==> src/rtl/krnl_partialknn_uram_stream_reader.sv <==
// Streams len consecutive words out of a single-port URAM buffer as a ready/valid stream.
// Reads are credit-limited so that every word in flight is guaranteed a slot in the output FIFO.
module krnl_partialknn_uram_stream_reader #(
    parameter int DATA_WIDTH   = 256,
    parameter int ADDR_RANGE   = 2048,
    parameter int ADDR_WIDTH   = 11,
    parameter int READ_LATENCY = 2,
    parameter int FIFO_DEPTH   = 4
) (
    input  logic                  clk,
    input  logic                  reset,
    input  logic                  start,
    input  logic [ADDR_WIDTH-1:0] base_addr,
    input  logic [ADDR_WIDTH:0]   len,
    output logic                  busy,
    output logic                  done,
    output logic [ADDR_WIDTH-1:0] address0,
    output logic                  ce0,
    output logic                  we0,
    output logic [DATA_WIDTH-1:0] d0,
    input  logic [DATA_WIDTH-1:0] q0,
    output logic [DATA_WIDTH-1:0] m_data,
    output logic                  m_valid,
    input  logic                  m_ready,
    output logic                  m_last
);

    localparam int CNT_W = $clog2(FIFO_DEPTH + 1);
    localparam int OCC_W = $clog2(FIFO_DEPTH + READ_LATENCY + 2) + 1;
    localparam logic [ADDR_WIDTH:0]   LEN_ONE  = (ADDR_WIDTH + 1)'(1);
    localparam logic [ADDR_WIDTH-1:0] ADDR_ONE = ADDR_WIDTH'(1);
    localparam logic [ADDR_WIDTH-1:0] ADDR_TOP = ADDR_WIDTH'(ADDR_RANGE - 1);

    typedef enum logic [1:0] {
        ST_IDLE,
        ST_ISSUE,
        ST_DRAIN,
        ST_DONE
    } state_t;

    state_t                  state_q, state_d;
    logic                    busy_q, busy_d;
    logic                    done_q, done_d;
    logic                    ce0_q, ce0_d;
    logic [ADDR_WIDTH-1:0]   address0_q, address0_d;
    logic [ADDR_WIDTH-1:0]   addr_q, addr_d;
    logic [ADDR_WIDTH:0]     len_q, len_d;
    logic [ADDR_WIDTH:0]     iss_left_q, iss_left_d;
    logic [ADDR_WIDTH:0]     push_cnt_q, push_cnt_d;
    logic [READ_LATENCY-1:0] rd_vld_q, rd_vld_d;
    logic [CNT_W-1:0]        fifo_cnt_q, fifo_cnt_d;
    logic [FIFO_DEPTH-1:0]   fifo_last_q, fifo_last_d;
    logic [DATA_WIDTH-1:0]   fifo_data_q [FIFO_DEPTH];
    logic [DATA_WIDTH-1:0]   fifo_data_d [FIFO_DEPTH];
    logic                    m_valid_q, m_valid_d;

    logic                    push;
    logic                    pop;
    logic                    push_last;
    logic                    credit_ok;
    logic [OCC_W-1:0]        occ;
    logic [CNT_W-1:0]        wr_idx;

    // A read tag leaves the shift register exactly when its q0 word is valid.
    assign push      = rd_vld_q[READ_LATENCY-1];
    assign pop       = m_valid_q & m_ready;
    assign push_last = (push_cnt_q == (len_q - LEN_ONE));

    // Slots already spoken for next cycle: the read on the bus now, tags in flight, and FIFO contents.
    always_comb begin
        occ = OCC_W'(ce0_q) + OCC_W'(fifo_cnt_q);
        for (int i = 0; i < READ_LATENCY; i++) begin
            occ = occ + OCC_W'(rd_vld_q[i]);
        end
        occ = occ - OCC_W'(pop);
        credit_ok = (occ < OCC_W'(FIFO_DEPTH));
    end

    always_comb begin
        rd_vld_d    = '0;
        rd_vld_d[0] = ce0_q;
        for (int i = 1; i < READ_LATENCY; i++) begin
            rd_vld_d[i] = rd_vld_q[i-1];
        end
    end

    // Shift-register FIFO: entry 0 is always the head, so the stream outputs come straight from flops.
    always_comb begin
        fifo_cnt_d  = fifo_cnt_q + CNT_W'(push) - CNT_W'(pop);
        fifo_last_d = fifo_last_q;
        for (int i = 0; i < FIFO_DEPTH; i++) begin
            fifo_data_d[i] = fifo_data_q[i];
        end
        if (pop) begin
            for (int i = 0; i < FIFO_DEPTH - 1; i++) begin
                fifo_data_d[i] = fifo_data_q[i+1];
                fifo_last_d[i] = fifo_last_q[i+1];
            end
            fifo_last_d[FIFO_DEPTH-1] = 1'b0;
        end
        wr_idx = fifo_cnt_q - CNT_W'(pop);
        for (int i = 0; i < FIFO_DEPTH; i++) begin
            if (push && (wr_idx == CNT_W'(i))) begin
                fifo_data_d[i] = q0;
                fifo_last_d[i] = push_last;
            end
        end
        m_valid_d = (fifo_cnt_d != '0);
    end

    always_comb begin
        state_d    = state_q;
        len_d      = len_q;
        iss_left_d = iss_left_q;
        addr_d     = addr_q;
        address0_d = address0_q;
        ce0_d      = 1'b0;
        push_cnt_d = push ? (push_cnt_q + LEN_ONE) : push_cnt_q;
        case (state_q)
            ST_IDLE: begin
                if (start) begin
                    if (len != '0) begin
                        state_d    = ST_ISSUE;
                        len_d      = len;
                        iss_left_d = len;
                        addr_d     = base_addr;
                        push_cnt_d = '0;
                    end else begin
                        state_d = ST_DONE;
                    end
                end
            end
            ST_ISSUE: begin
                if (credit_ok) begin
                    ce0_d      = 1'b1;
                    address0_d = addr_q;
                    addr_d     = (addr_q == ADDR_TOP) ? '0 : (addr_q + ADDR_ONE);
                    iss_left_d = iss_left_q - LEN_ONE;
                    if (iss_left_q == LEN_ONE) begin
                        state_d = ST_DRAIN;
                    end
                end
            end
            ST_DRAIN: begin
                if (pop && fifo_last_q[0]) begin
                    state_d = ST_DONE;
                end
            end
            ST_DONE: begin
                state_d = ST_IDLE;
            end
            default: begin
                state_d = ST_IDLE;
            end
        endcase
        busy_d = (state_d != ST_IDLE);
        done_d = (state_d == ST_DONE);
    end

    always_ff @(posedge clk or negedge reset) begin
        if (!reset) begin
            state_q     <= ST_IDLE;
            busy_q      <= 1'b0;
            done_q      <= 1'b0;
            ce0_q       <= 1'b0;
            address0_q  <= '0;
            addr_q      <= '0;
            len_q       <= '0;
            iss_left_q  <= '0;
            push_cnt_q  <= '0;
            rd_vld_q    <= '0;
            fifo_cnt_q  <= '0;
            fifo_last_q <= '0;
            m_valid_q   <= 1'b0;
        end else begin
            state_q     <= state_d;
            busy_q      <= busy_d;
            done_q      <= done_d;
            ce0_q       <= ce0_d;
            address0_q  <= address0_d;
            addr_q      <= addr_d;
            len_q       <= len_d;
            iss_left_q  <= iss_left_d;
            push_cnt_q  <= push_cnt_d;
            rd_vld_q    <= rd_vld_d;
            fifo_cnt_q  <= fifo_cnt_d;
            fifo_last_q <= fifo_last_d;
            m_valid_q   <= m_valid_d;
        end
    end

    always_ff @(posedge clk) begin
        for (int i = 0; i < FIFO_DEPTH; i++) begin
            fifo_data_q[i] <= fifo_data_d[i];
        end
    end

    a_fifo_no_overflow: assert property (@(posedge clk) disable iff (!reset)
        !(push && !pop && (fifo_cnt_q == CNT_W'(FIFO_DEPTH))));

    assign busy     = busy_q;
    assign done     = done_q;
    assign ce0      = ce0_q;
    assign address0 = address0_q;
    assign we0      = 1'b0;
    assign d0       = '0;
    assign m_data   = fifo_data_q[0];
    assign m_valid  = m_valid_q;
    assign m_last   = fifo_last_q[0];

endmodule
==> config.mk <==
export PLATFORM = sky130hd
export DESIGN_NAME = krnl_partialknn_uram_stream_reader
export DESIGN_NICKNAME = d
export VERILOG_FILES = /design/src/rtl/krnl_partialknn_uram_stream_reader.sv
export SDC_FILE = /design/constraint.sdc
export NUM_CORES = 1
export LEC_CHECK = 0
export BUFFER_PORTS_ARGS = -buffer_cell sky130_fd_sc_hd__buf_4
export CAP_MARGIN = 30
export CORE_MARGIN = 2
export CORE_UTILIZATION = 40
export DETAILED_ROUTE_END_ITERATION = 8
export PLACE_DENSITY_LB_ADDON = 0.1
export RECOVER_POWER = 100
export SYNTH_ARGS = -nofsm -noshare
export SYNTH_HDL_FRONTEND = slang
export SYNTH_SLANG_ARGS = --single-unit
export TNS_END_PERCENT = 50
==> constraint.sdc <==
create_clock -name clk -period 17.8 [get_ports clk]
set_clock_uncertainty 0.1 [all_clocks]
set_input_delay 2.67 -clock clk [delete_from_list [all_inputs] [get_ports clk]]
set_output_delay 2.67 -clock clk [all_outputs]
set_load 0.01 [all_outputs]
==> impl_metrics.csv <==
group,metric,value,unit
clock_network,clockBufferDepth,3,
cells_and_area,fin_nets,3465,
critical_path,cp-startpoint,"m_ready",
floorplan,placementRows,124,
critical_path,crit_fanout,53,
synthesis,ys_warn_count,0,
synthesis,ys.flop_type,"edfxtp_1",
place,hpwl,64900,microns
timing,max_freq,86.4,MHz
synthesis,async_flop_share,6.65,%
timing,drv_slew,1326,
outcome,violations,"max-capacitance violations, max-slew violations",
critical_path,endpoint_kind,"flop",
place,io_buffers,554,
synthesis,synth_area,45700,sq um
synthesis,yosys_register_bits,1097,
cells_and_area,utilization,45.9,%
synthesis,ys_seq_area_share,71.2,%
clock_network,cts.sinks,1097,
floorplan,die_w,342,microns
worst_hold_path,min_path_type,"flop to flop",
outcome,status,"finished with violations",
floorplan,initial_core_util,40.2,%
cells_and_area,n_fill_cell,10300,
routing,via_per_inst,4.92,
critical_path,cp.required,18.11,ns
power,leakagePower,0.0183,uW
floorplan,dieArea,117000,sq um
routing,vias,23500,
worst_hold_path,whs_path_depth,0,
clock_network,cts_hold_buf,0,
global_routing,globalRouteTotalUtil,17.2,%
power,ir_drop,0.0865,mV
critical_path,r2r-start,"m_valid",
global_routing,grt_pass1_wl,154000,microns
synthesis,synth_cells,2570,
floorplan,ios,812,
cells_and_area,syn_to_final_growth,14.3,%
timing,period_share,65.0,%
timing,layout_min_cycle_time,11.58,ns
cells_and_area,drive_above_1_share,29.8,%
clock_network,path_clk_slew,0.06,ns
floorplan,core,114000,sq um
global_routing,antenna_found_initial,28,
place,place_congestion,0.812,
clock_network,post_cts.repair.setup_buffers,0,
timing,worstMarginPinSlew,4.02,ns
routing,totalWireLength,104000,microns
global_routing,grt_pass1_vias,24000,
timing,hold_violations,0,
synthesis,syn_avg_cell_area,17.8,sq um
timing,finalSetupViolations,0,
clock_network,cts_tree,"done",
timing,rsz0062_at_grt,"no",
clock_network,insertion_delay,0.68,ns
timing,max-slew-margin-rel,-168,%
power,power,8050,uW
flow_run,drv_cap,27,
global_routing,grt-ovfl-total,0,
routing,wl_per_cell,21.8,microns
power,cellPowerDensity,154,nW/um^2
clock_network,clockRootBuffer,"clkbuf_16",
timing,fin_tns_setup,0,ns
routing,ant_nets,0,
floorplan,die_h,342,microns
routing,initialDrtViolationCount,1392,
routing,drtPass1Iterations,6,
synthesis,synth_edf_count,1024,
critical_path,start_kind,"input port",
clock_network,numCtsBuffers,113,
critical_path,critPathKind,"input port to flop",
clock_network,cts_resized,0,
global_routing,grt_start_max_net_pins,149,
routing,drc,0,
worst_hold_path,hold_start,"rd_vld_q[0]",
critical_path,reg2reg_depth,8,
clock_network,htree_levels,3,
synthesis,synthDistinctLibCells,61,
critical_path,critPathArrivalTime,11.89,ns
==> registers in the layout, summed over array words and instances, names as in the netlist <==
name         cells
addr_q          11
address0        11
busy             1
ce0              1
done             1
fifo_cnt_q       3
fifo_data_q   1024
fifo_last_q      4
iss_left_q      12
len_q           12
m_valid          1
push_cnt_q      12
rd_vld_q         2
state_q          2
==> worst paths after layout <==
| kind | end | slack (ns) |
|---|---|---|
| max in group asynchronous | len_q[9] | 11.78 |
| worst min-delay path | rd_vld_q[1] | 0.29 |
| min in group asynchronous | address0[0] | 1.76 |
| worst max register to register | fifo_data_q[2][88] | 7.89 |
| worst min register to register | rd_vld_q[1] | 0.29 |
| worst max-delay path | fifo_data_q[2][88] | 6.22 |
==> critical path: stages <==
cell and delay (ns):
clkbuf_4 0.10, nand2_1 0.28, or2_2 0.44, ha_1 0.30, nand3_1 0.10, or2_0 2.37
clkbuf_1 2.40, clkbuf_1 2.57, mux2_2 0.50
==> stage by stage <==
stage | hold WS, ns | cell area [sq um] | std cells | worst slack (ns)
CTS | 0.296 | 54400 | 4765 | 10.99
finish | 0.294 | 52300 | 4775 | 6.22
global placement | 0.280 | 50700 | 4554 | 10.16
detailed placement | 0.284 | 50800 | 4560 | 10.24
global route | 0.316 | 52300 | 4774 | 5.52
floorplan | 0.267 | 46700 | 2826 | 2.24
==> logic make-up after synthesis <==
logic type               after synthesis  synth area share, %
flip-flops                          1097                 71.2
multiplexers                         794                 19.5
buffers and inverters                382                 5.26
AND/OR/NAND/NOR                      159                 1.79
AO/OA/AOI/OAI                         99                 1.32
XOR/XNOR                              24                0.459
adder cells (fa/ha/maj)               14                0.416
other                                  1              0.00820
==> layer usage <==
metal | track usage (%) | vias up | part of all wire (%)
met5 | 0 | - | 0.29
met4 | 5.29 | 46 | 2.2
met3 | 5.81 | 184 | 7.9
met2 | 28.0 | 675 | 49
met1 | 21.8 | 12000 | 41
li1 | - | 10600 | -
==> Yosys cell counts (6+ instances only) <==
cell	count	share of area (%)
inv_1	17	0.14
a31oi_1	6	0.082
edfxtp_1	1024	67
and3_1	8	0.11
ha_1	12	0.33
a21oi_1	35	0.38
buf_4	257	4.2
nand3_1	17	0.19
xnor2_1	13	0.25
dfrtp_1	73	4.0
o21ai_0	29	0.32
mux2_2	789	19
nor2_1	41	0.34
buf_1	17	0.14
nor3_1	10	0.11
nand4_1	8	0.11
nand2_1	30	0.25
or3_1	9	0.12
nor3b_1	6	0.098
xor2_1	11	0.21
clkbuf_1	89	0.73
==> cells in the final DEF (no fill, tap or decap), types with 3 or more instances in the layout <==
cell type / n
a21oi_1: 35
a31oi_1: 6
and3_1: 8
buf_16: 5
buf_4: 26
bufinv_16: 7
clkbuf_1: 580
clkbuf_16: 117
clkbuf_8: 3
clkinv_1: 28
clkinv_2: 23
conb_1: 257
dfrtp_1: 73
diode_2: 5
edfxtp_1: 1024
ha_1: 12
inv_1: 17
mux2_1: 15
mux2_2: 774
mux2i_1: 5
nand2_1: 30
nand2b_1: 5
nand3_1: 17
nand4_1: 8
nor2_1: 41
nor2b_1: 4
nor3_1: 10
nor3b_1: 6
nor4_1: 3
o21ai_0: 29
or2_2: 4
or3_1: 9
xnor2_1: 13
xor2_1: 11
==> layout make-up <==
| cell class | instances | area, sq um | area share (%) |
|---|---|---|---|
| Inverter | 17 | 63.8 | 0.122 |
| Multi-Input combinational cell | 1347 | 11700 | 22.4 |
| Tap cell | 1512 | 1890 | 3.62 |
| Timing Repair Buffer | 592 | 2470 | 4.72 |
| Clock inverter | 63 | 479 | 0.917 |
| Clock buffer | 142 | 3050 | 5.84 |
| Antenna cell | 5 | 12.5 | 0.0239 |
| Sequential cell | 1097 | 32600 | 62.3 |
==> power breakdown <==
group          internal, uW  leakage [uW]  switching [uW]
Clock                  1300       0.00174             973
Combinational           755       0.00587            1030
Sequential             3750        0.0107             237
(Power assumes the default switching activity.)
